===== config.mk =====
export PLATFORM = sky130hd
export DESIGN_NAME = bcd_to_bin_converter
export DESIGN_NICKNAME = d
export VERILOG_FILES = /design/src/rtl/bcd_to_bin_converter_pkg.sv /design/src/rtl/bcd_to_bin_converter_sub3.sv /design/src/rtl/bcd_to_bin_converter.sv
export SDC_FILE = /design/constraint.sdc
export NUM_CORES = 1
export LEC_CHECK = 0
export ABC_AREA = 1
export ABC_CLOCK_PERIOD_IN_PS = 1950
export CAP_MARGIN = 5
export CORE_UTILIZATION = 50
export CTS_CLUSTER_SIZE = 16
export DETAILED_ROUTE_END_ITERATION = 8
export PLACE_DENSITY = 0.74
export SYNTH_ARGS = -nofsm -noshare
export SYNTH_HDL_FRONTEND = slang
export SYNTH_SLANG_ARGS = --single-unit

===== constraint.sdc =====
create_clock -name clk -period 1.95 [get_ports clk]
set_input_delay 0.195 -clock clk [delete_from_list [all_inputs] [get_ports clk]]
set_output_delay 0.195 -clock clk [all_outputs]
set_load 0.05 [all_outputs]

===== src/rtl/bcd_to_bin_converter_pkg.sv =====
// Shared definitions for the BCD-to-binary converter.
// Holds the controller state encoding, the per-digit correction constants
// used by the reverse double-dabble step, and the BCD digit validity limit.
package bcd_to_bin_converter_pkg;

    typedef enum logic [1:0] {
        IDLE  = 2'd0,
        SHIFT = 2'd1,
        DONE  = 2'd2
    } state_t;

    // A digit at or above this value after a right shift had a carry-in
    // worth 8 that must become 5 (decimal weight), hence subtract 3.
    localparam logic [3:0] SUB3_THRESH = 4'd8;
    localparam logic [3:0] SUB3_VALUE  = 4'd3;

    // Largest legal BCD digit.
    localparam logic [3:0] BCD_MAX = 4'd9;

endpackage


===== src/rtl/bcd_to_bin_converter_sub3.sv =====
// Combinational single-digit corrector for reverse double-dabble.
// Ports:
//   din  [3:0]  digit after the right shift
//   dout [3:0]  din - 3 when din >= 8, otherwise din (4-bit, no borrow out)
module bcd_digit_sub3
    import bcd_to_bin_converter_pkg::*;
(
    input  logic [3:0] din,
    output logic [3:0] dout
);

    assign dout = (din >= SUB3_THRESH) ? (din - SUB3_VALUE) : din;

endmodule


===== src/rtl/bcd_to_bin_converter.sv =====
// Sequential packed-BCD to unsigned binary converter (reverse double-dabble).
// A conversion shifts {bcd, bin} right BIN_W times, correcting every BCD
// digit that lands at >= 8 by subtracting 3. Inputs with a digit > 9 are
// rejected immediately with err set and a zero result.
// Ports:
//   clk      rising-edge clock
//   rstn     asynchronous active-low reset
//   start    conversion request, only honoured in IDLE
//   bcd_in   packed BCD input, digit 0 in [3:0], sampled on the accept edge
//   busy     high whenever the converter is not IDLE
//   done     one-cycle pulse marking bin_out/err valid
//   err      input contained an invalid digit; held until the next accept
//   bin_out  binary result; held until the next accept
module bcd_to_bin_converter
    import bcd_to_bin_converter_pkg::*;
#(
    parameter int DIGITS = 3,
    parameter int BIN_W  = 10
) (
    input  logic                clk,
    input  logic                rstn,
    input  logic                start,
    input  logic [4*DIGITS-1:0] bcd_in,
    output logic                busy,
    output logic                done,
    output logic                err,
    output logic [BIN_W-1:0]    bin_out
);

    localparam int BCD_W = 4 * DIGITS;
    localparam int CNT_W = $clog2(BIN_W + 1);

    state_t             state_reg, state_next;
    logic [BCD_W-1:0]   bcd_reg, bcd_next;
    logic [BIN_W-1:0]   bin_reg, bin_next;
    logic [CNT_W-1:0]   count_reg, count_next;
    logic [BIN_W-1:0]   bin_out_reg, bin_out_next;
    logic               err_reg, err_next;

    logic [DIGITS-1:0]  digit_bad;
    logic [BCD_W-1:0]   bcd_shift;
    logic [BCD_W-1:0]   bcd_corr;
    logic [BIN_W-1:0]   bin_shift;

    // One shift step: bcd LSB drops into the binary MSB.
    assign bcd_shift = bcd_reg >> 1;
    assign bin_shift = {bcd_reg[0], bin_reg[BIN_W-1:1]};

    genvar gi;
    generate
        for (gi = 0; gi < DIGITS; gi++) begin : g_digit
            assign digit_bad[gi] = (bcd_in[4*gi +: 4] > BCD_MAX);

            bcd_digit_sub3 u_sub3 (
                .din  (bcd_shift[4*gi +: 4]),
                .dout (bcd_corr[4*gi +: 4])
            );
        end
    endgenerate

    always_ff @(posedge clk or negedge rstn) begin
        if (!rstn) begin
            state_reg   <= IDLE;
            bcd_reg     <= '0;
            bin_reg     <= '0;
            count_reg   <= '0;
            bin_out_reg <= '0;
            err_reg     <= 1'b0;
        end else begin
            state_reg   <= state_next;
            bcd_reg     <= bcd_next;
            bin_reg     <= bin_next;
            count_reg   <= count_next;
            bin_out_reg <= bin_out_next;
            err_reg     <= err_next;
        end
    end

    always_comb begin
        state_next   = state_reg;
        bcd_next     = bcd_reg;
        bin_next     = bin_reg;
        count_next   = count_reg;
        bin_out_next = bin_out_reg;
        err_next     = err_reg;

        case (state_reg)
            IDLE: begin
                if (start) begin
                    if (|digit_bad) begin
                        // Reject without shifting; result is reported as zero.
                        bin_out_next = '0;
                        err_next     = 1'b1;
                        state_next   = DONE;
                    end else begin
                        bcd_next   = bcd_in;
                        bin_next   = '0;
                        count_next = CNT_W'(BIN_W);
                        err_next   = 1'b0;
                        state_next = SHIFT;
                    end
                end
            end
            SHIFT: begin
                bcd_next   = bcd_corr;
                bin_next   = bin_shift;
                count_next = count_reg - CNT_W'(1);
                // Last shift: publish the freshly shifted value directly.
                if (count_reg == CNT_W'(1)) begin
                    bin_out_next = bin_shift;
                    state_next   = DONE;
                end
            end
            DONE: begin
                state_next = IDLE;
            end
            default: begin
                state_next = IDLE;
            end
        endcase
    end

    assign busy    = (state_reg != IDLE);
    assign done    = (state_reg == DONE);
    assign err     = err_reg;
    assign bin_out = bin_out_reg;

endmodule


# Yosys cells after proc, flatten, opt, wreduce, memory -nomap -nowiden
# Cells that the tools add are included.
# W data, S select, Z words.
# op_classes
n_reduce_logical	8
eq_ne	7
mux	21
add_sub_neg	4
order_cmp	6
# op_table
cell	n
$mux W10	5
$pmux W10 S2	2
$mux W12	2
$pmux W12 S2	1
$mux W4	5
$gt A4 B4 Y1 const B	3
$ge A4 B4 Y1 const B	2
$ne A2 B2 Y1 const B	4
$pmux W4 S2	1
$sub A4 B2 Y4 const B	2
$mux W2	3
$eq A4 B1 Y1 const B	1
$ge A3 B4 Y1 const B	1
$pmux W2 S2	1
$reduce_and A2 Y1	2
$reduce_and A4 Y1	1
$reduce_bool A2 Y1	2
$sub A3 B2 Y4 const B	1
$sub A4 B1 Y4 const B	1
$reduce_and A3 Y1	1
$reduce_or A3 Y1	1
$eq A2 B1 Y1 const B	1
$eq A2 B2 Y1 const B	1
$logic_not A2 Y1	1
$mux W1	1
# word_totals
output_inout_bits	13
input_bits	15
word_cells	52
reg_bits	39

# Longest topological paths before layout
# logic_depth
word_depth	5
depth_mapped	8
mapped_depth_nobuf	7

# By module
# A second synthesis with hierarchy kept.
# hier_totals
hier_cells	288
area_unflattened_um2	2103.3
# modules_own_cells
mod	cells_per_inst	area_per_inst_um2	n_inst	seq_area_each_um2
bcd_to_bin_converter	240	1836.8	1	950.9
bcd_digit_sub3	16	88.8	3	0.0

# Worst setup path after synthesis
# OpenSTA, ideal clock, no wires.
# synth_timing
path_type	reg2out
from	register state_reg[1]
to	output port done
path_buffers	0
setup_slack_ps	583
required_ps	1755
stages_incl_launch_ff	3
arrival_time_ps	1172
path_cell_list	dfrtp_1 -> inv_1 -> nor2_1
# synth_between
elab_chain_cells	1
# synth_rtl
item	line_no	text
from (decl)	bcd_to_bin_converter.sv:33	state_t state_reg, state_next;
from (signal assigned)	bcd_to_bin_converter.sv:70	state_reg <= state_next;
$eq A2 B2 Y1	bcd_to_bin_converter.sv:124	assign done = (state_reg == DONE);
to (decl)	bcd_to_bin_converter.sv:25	output logic done,
# Every way passes these cells.

# Final worst setup path
# layout_timing
from	register bin_out_reg[1], in the netlist bin_out[1]
to	output port bin_out[1]
# layout_rtl
item	line_no	text
from (decl)	bcd_to_bin_converter.sv:37	logic [BIN_W-1:0] bin_out_reg, bin_out_next;
from (signal assigned)	bcd_to_bin_converter.sv:74	bin_out_reg <= bin_out_next;
to (decl)	bcd_to_bin_converter.sv:27	output logic [BIN_W-1:0] bin_out
# No word-level cell between the ends.

==> summary.md <==
| Metric | Value |
|---|---|
| Final Max Slew Viols | 0 |
| # nets final | a little under 300 |
| CTS root buf | clkbuf_8 |
| Overall Global Routing Usage | a little over a fifth |
| Netlist cell types | 27 |
| CTS Hold Bufs | 0 |
| Ports | 28 |
| Post-synth top cells | 77 x nand2_1, 55 x nand3_1, 38 x dfrtp_1 |
| Vias in the first global route | roughly 1600 |
| Core ar. | around 0.0040 mm2 |
| Slowest-stage cell, CP | clkdlybuf4s50_1 |
| Share of the synthesized area in the top cell type | between 40 and 50% |
| Clock Skews | roughly 0.0094 ns |
| Seq/Total Area, Yosys | 45.9% |
| First drt pass iteration count | 4 |
| Count of antenna-violating nets left after detailed routing | 0 |
| Number of setup violations in the final report | 0 |
| Number of synthesized flops with an enable pin | 0 |
| Hold Path Class | input port to asynchronous set/reset pin |
| Cells after Synth | 250 |
| Worst-Skew Late Latency | 0.29 ns |
| Fin crit share | a little under nine tenths |
| Met3 Use GR | approximately 4.7% |
| CP arrival | 1.48 ns |
| Avg Cell Area, Syn | about 8.3 um2 |
| Ant. Diodes | 0 |
| Post-CTS Resized | 0 |
| Initial core utilization | 51.8% |
| TritonCTS Sinks | 38 |
| Max_cap viols | 0 |
| Failing checks | hold timing |
| Largest area contributor in the netlist | dfrtp_1 |
| Buf+Inv Stages, Crit Path | 1 |
| Placed Area | 0.00230 mm2 |
| Final GP Congestion | between 0.8 and 0.9 |
| Met1 GRT Util | a little over a quarter |
| Post-Syn Nets | 271 |
| GR Layer Usage met2 | approximately a third |
| Pwr/cell area | approximately 1400 mW/mm2 |
| Unrepaired setup endpoints after global routing | no |
| Die Span Y | between 60 and 70 um |
| Critical-path cell list | clkdlybuf4s50_1 |
| #FFs+latches synth | 38 |
| Predominant post-synthesis flop cell | dfrtp_1 |
| Wire length per cell | approximately 13 um |
| Fin Hold WS | -0.00693 ns |
| Cts bufs inserted | 5 |
| CTS tree | built |
| Max_slew headroom | approximately 45% |
| Layout Cells excl Fill | ~330 |
| Post-CTS Setup Repair Bufs | 0 |
| VDD IR max | between 0.0006 and 0.0007 V |
| Initial DRC count | 132 |
| Crit path kind | flip-flop to primary output |
| Top-count cell post-synth | nand2_1 |
| Total number of yosys warnings | 0 |
| Slowest stage delay, CP | between 0.8 and 0.9 ns |
| Max Freq | between 0.5 and 0.6 GHz |
| CP Launch Type | flip-flop |
| H-Tree Depth | 2 |
| Lkg Pwr | 1.26 nW |
| Initial antenna violation count | 0 |
| Placement Rows | 23 |
| Top cells by area, synth | dfrtp_1 46%, nand2_1 14%, nand3_1 13%, buf_6 4.4%, ha_1 3.6% |
| Post-DP HPWL | between 2000 and 3000 um |
| Layout cells sized above 1 | about an eighth |
| Share of flip-flops with an asynchronous set or reset | 100% |
| Die area | around 0.0044 mm2 |
| Crit Path Max Fanout | 2 |
| Slew @ Worst Pin | roughly 0.83 ns |
| Clock Tree Buf Depth | 2 |
| Worst-path clk slew | ~0.080 ns |
| Final Hold Fails | 13 |
| Area of the mapped netlist | around 0.0021 mm2 |
| First-pass GRT wire length | 6950 um |
| Largest register FFs | 12 |
| Via count | between 1500 and 2000 |
| Vias/cell | about 5 |
| Placed Instances | around 320 |
| Global routing's busiest layer | met2 |
| Grt ovf | 0 |
| WL final | between 4000 and 5000 um |
| Die width | approximately 66 um |
| Final setup TNS | 0 ns |
| Top delay family on crit path | buffers and inverters |
| Largest net degree at the start of global routing | 39 |
| # port buffers | 27 |
| Outcome | complete, but fails checks |
| Kind of end point of the critical path | primary output |
| Drt drc | 0 |
| Required @ worst endpoint | 1.75 ns |
| Tmin final | 1.68 ns |
| Area Overhead vs Synth | 15.5% |
| Fin area | about 0.0024 mm2 |
area by class of cell:
cell class / instances / area, um2
inverters: 18 / 67.6
flip-flops and latches: 38 / 951
clock inverters: 2 / 12.5
repair buffers: 30 / 283
multi-input cells: 181 / 933
well taps: 50 / 62.6
clock buffers: 6 / 82.6
fillers: 359 / 1610
logic make-up after synthesis:
| kind of cell | synth area share (%) |
|---|---|
| AO/OA/AOI/OAI | 5.08 |
| XOR/XNOR | 0.846 |
| adder cells (fa/ha/maj) | 3.63 |
| buffers and inverters | 9.00 |
| flip-flops | 45.9 |
| AND/OR/NAND/NOR | 35.5 |
report_power, final:
group / total, mW / leakage [nW] / internal [mW] / switching (mW)
sequential: 1.34 / 0.495 / 1.07 / 0.275
clock: 0.564 / 0.0472 / 0.284 / 0.280
combinational: 1.54 / 0.713 / 0.537 / 1.00
placed cells by master (no fill, tap or decap), types with 3 or more instances in the layout:
| master | synthesis | routed |
|---|---|---|
| o21ai_1 | 4 | 4 |
| nand2_1 | 77 | 77 |
| ha_1 | 6 | 6 |
| dfrtp_1 | 38 | 38 |
| clkbuf_8 | 0 | 6 |
| buf_4 | 2 | 5 |
| a21oi_1 | 3 | 3 |
| nand3_1 | 55 | 55 |
| nor2_1 | 7 | 7 |
| clkdlybuf4s50_1 | 0 | 24 |
| inv_1 | 16 | 16 |
| nand2_2 | 11 | 11 |
metal layers:
metal / up-vias / wire length, um
met5: - / 0
li1: 853 / -
met3: 6 / 122
met1: 768 / 2030
met4: 0 / 50
met2: 27 / 1900
per-stage QoR:
stage          utilization (%)  setup slack [ns]  power [mW]  hold slack (ns)
2_1_floorplan                -             0.583        2.63           -0.101
3_5_place_dp              57.4             0.223        2.90            0.345
6_report                  59.8             0.272        3.45         -0.00693
5_1_grt                   59.8             0.236        3.74           0.0565
3_3_place_gp              57.4             0.220        2.86            0.345
4_1_cts                   59.8             0.269        3.46           0.0271
path summary, 6_finish.rpt:
kind | startpoint | end | slack, ns | depth (start not counted)
setup / recovery | bin_out[1] | bin_out[1] | 0.27 | 1
max in group asynchronous | rstn | bcd_reg[2] | 1.43 | 1
hold / removal | rstn | bin_out[5] | -0.007 | 1
min in group clk | bin_out[7] | bin_out[7] | 0.48 | 2
hold reg to reg | bin_out[7] | bin_out[7] | 0.48 | 2
setup reg to reg | state_reg[1] | bcd_reg[1] | 0.44 | 6
(Power assumes the default switching activity.)
==> RTL edit, RTL diff (same settings) <==
Change the parameter `BIN_W` from 10 to 20.
--- a/src/rtl/bcd_to_bin_converter.sv
+++ b/src/rtl/bcd_to_bin_converter.sv
@@ -15,7 +15,7 @@
     import bcd_to_bin_converter_pkg::*;
 #(
     parameter int DIGITS = 3,
-    parameter int BIN_W  = 10
+    parameter int BIN_W  = 20
 ) (
     input  logic                clk,
     input  logic                rstn,
Ports: changed (resized bin_out); port bits go from 28 to 38. No check against the original RTL was run, so the function may have changed too.
==> RTL edit against the unedited design <==
Combinational power rose by 14%. Worst hold slack improved by 380 ps. Register-to-register slack better by 70 ps. Worst setup slack worse by 210 ps. Design area is 41% higher. Sequential share of layout area grew 3.9 points. Synthesized cell count up 37%. Total power increased by 32%. Sequential cell count grew 21. Synthesized area rose by 34%. Routed wire length grew 32%. Largest cell class unchanged. Highest routed layer unchanged.
==> RTL edit: results (changes against the unedited design) <==
run_status: "completed"
syn_area_per_cell_sq_um: 8.08  # -2.5%
skew_ps: 5.40  # -3.95 ps
clkPwrFrac: 0.210  # +0.046
grt_pass1_vias: 2225  # +41%
drive_gt1_frac: 0.0724  # -0.0586
combinationalPowerShare: 0.388  # -0.058
yosysSeqAreaShare: 0.533  # +0.0738
r2r_start: "count_reg[1]$_DFFE_PN0P_"
grt.total_usage: 0.217  # +0.00852
r2r_end: "bin_out[10]$_DFFE_PN0P_"
p_leak_nw: 1.84  # +47%
r2r_slack_ps: 510  # +70 ps
io_buffers: 37  # +37%
postCtsHoldBufs: 1  # +1
clk_pin_slew_ps: 60  # -20 ps
netlist_top_cells_area: "dfrtp_1, nand2_1, nand3_1"
hpwl_mm: 3.60  # +31%
largest_register_ffs: 20  # +8
clk_latency_ps: 330  # +40 ps
vias_per_cell: 5.03  # -1.2%
grt_first_pass_wirelength_mm: 9.95  # +43%
p_sw_frac: 0.412  # -0.0398
synthTopCellsByCount: "nand2_1, dfrtp_1, nand3_1, inv_1"
numCtsBuffers: 9  # +4
reg2regPathDepth: 8  # +2
synth_cell_types: 22  # -19%
nets: 405  # +37%
arrival_ps: 1690  # +210 ps
cp_max_fo: 4  # +2
placed_area_sq_um: 3200  # +39%
worst-slew-pin-transition_ps: 514  # -314 ps
[RTL edit: cell count changes after synthesis, sizes merged, moves of 2 or more]
| cell | change |
|---|---|
| buf | +4 |
| dfrtp | +21 |
| nand2 | +84 |
| nand3 | -13 |
| nand3b | +2 |
| nor2 | -2 |
| o21ai | -2 |
| or2 | +2 |
| xnor2 | -2 |
[RTL edit: critical path, cell delays in order, from the launching register on]
cell             delay [ps]
dfrtp_1                 420
nor2_1                   90
inv_1                    60
clkdlybuf4s50_1         790
[RTL edit: final cells by class]
cell class / count / area, sq um
clock inverters: 2 / 12.5
fillers: 467 / 1820
well taps: 70 / 87.6
multi-input cells: 250 / 1110
repair buffers: 46 / 475
flip-flops and latches: 59 / 1480
inverters: 18 / 67.6
clock buffers: 12 / 155
[RTL edit: per-layer routing]
metal	global-route usage	vias up	share of wire
met5	0	-	0
met4	0.102	0	0.012
met3	0.0479	8	0.049
met2	0.340	50	0.48
met1	0.288	1084	0.46
li1	-	1155	-
[RTL edit: cells by family (layout without fill, tap and decap cells)]
| group | count (synthesis) | after routing | synth area share |
|---|---|---|---|
| buf+inv | 34 | 78 | 0.0682 |
| flops | 59 | 59 | 0.533 |
| fa+ha+maj | 6 | 6 | 0.0271 |
| simple gates | 230 | 230 | 0.342 |
| compound gates | 14 | 14 | 0.0294 |
[RTL edit: how the worst max path moves through the flow]
stage | from | to | cells after the start
after CTS | state_reg[1]$_DFFE_PN0P_ | done | 3
after detailed placement | bcd_in[2] | count_reg[0]$_DFFE_PN0P_ | 7
after global routing | state_reg[1]$_DFFE_PN0P_ | busy | 3
final | state_reg[1]$_DFFE_PN0P_ | busy | 3
after global placement | bcd_in[2] | bin_reg[15]$_DFFE_PN0P_ | 7
after floorplan | state_reg[1]$_DFFE_PN0P_ | done | 2
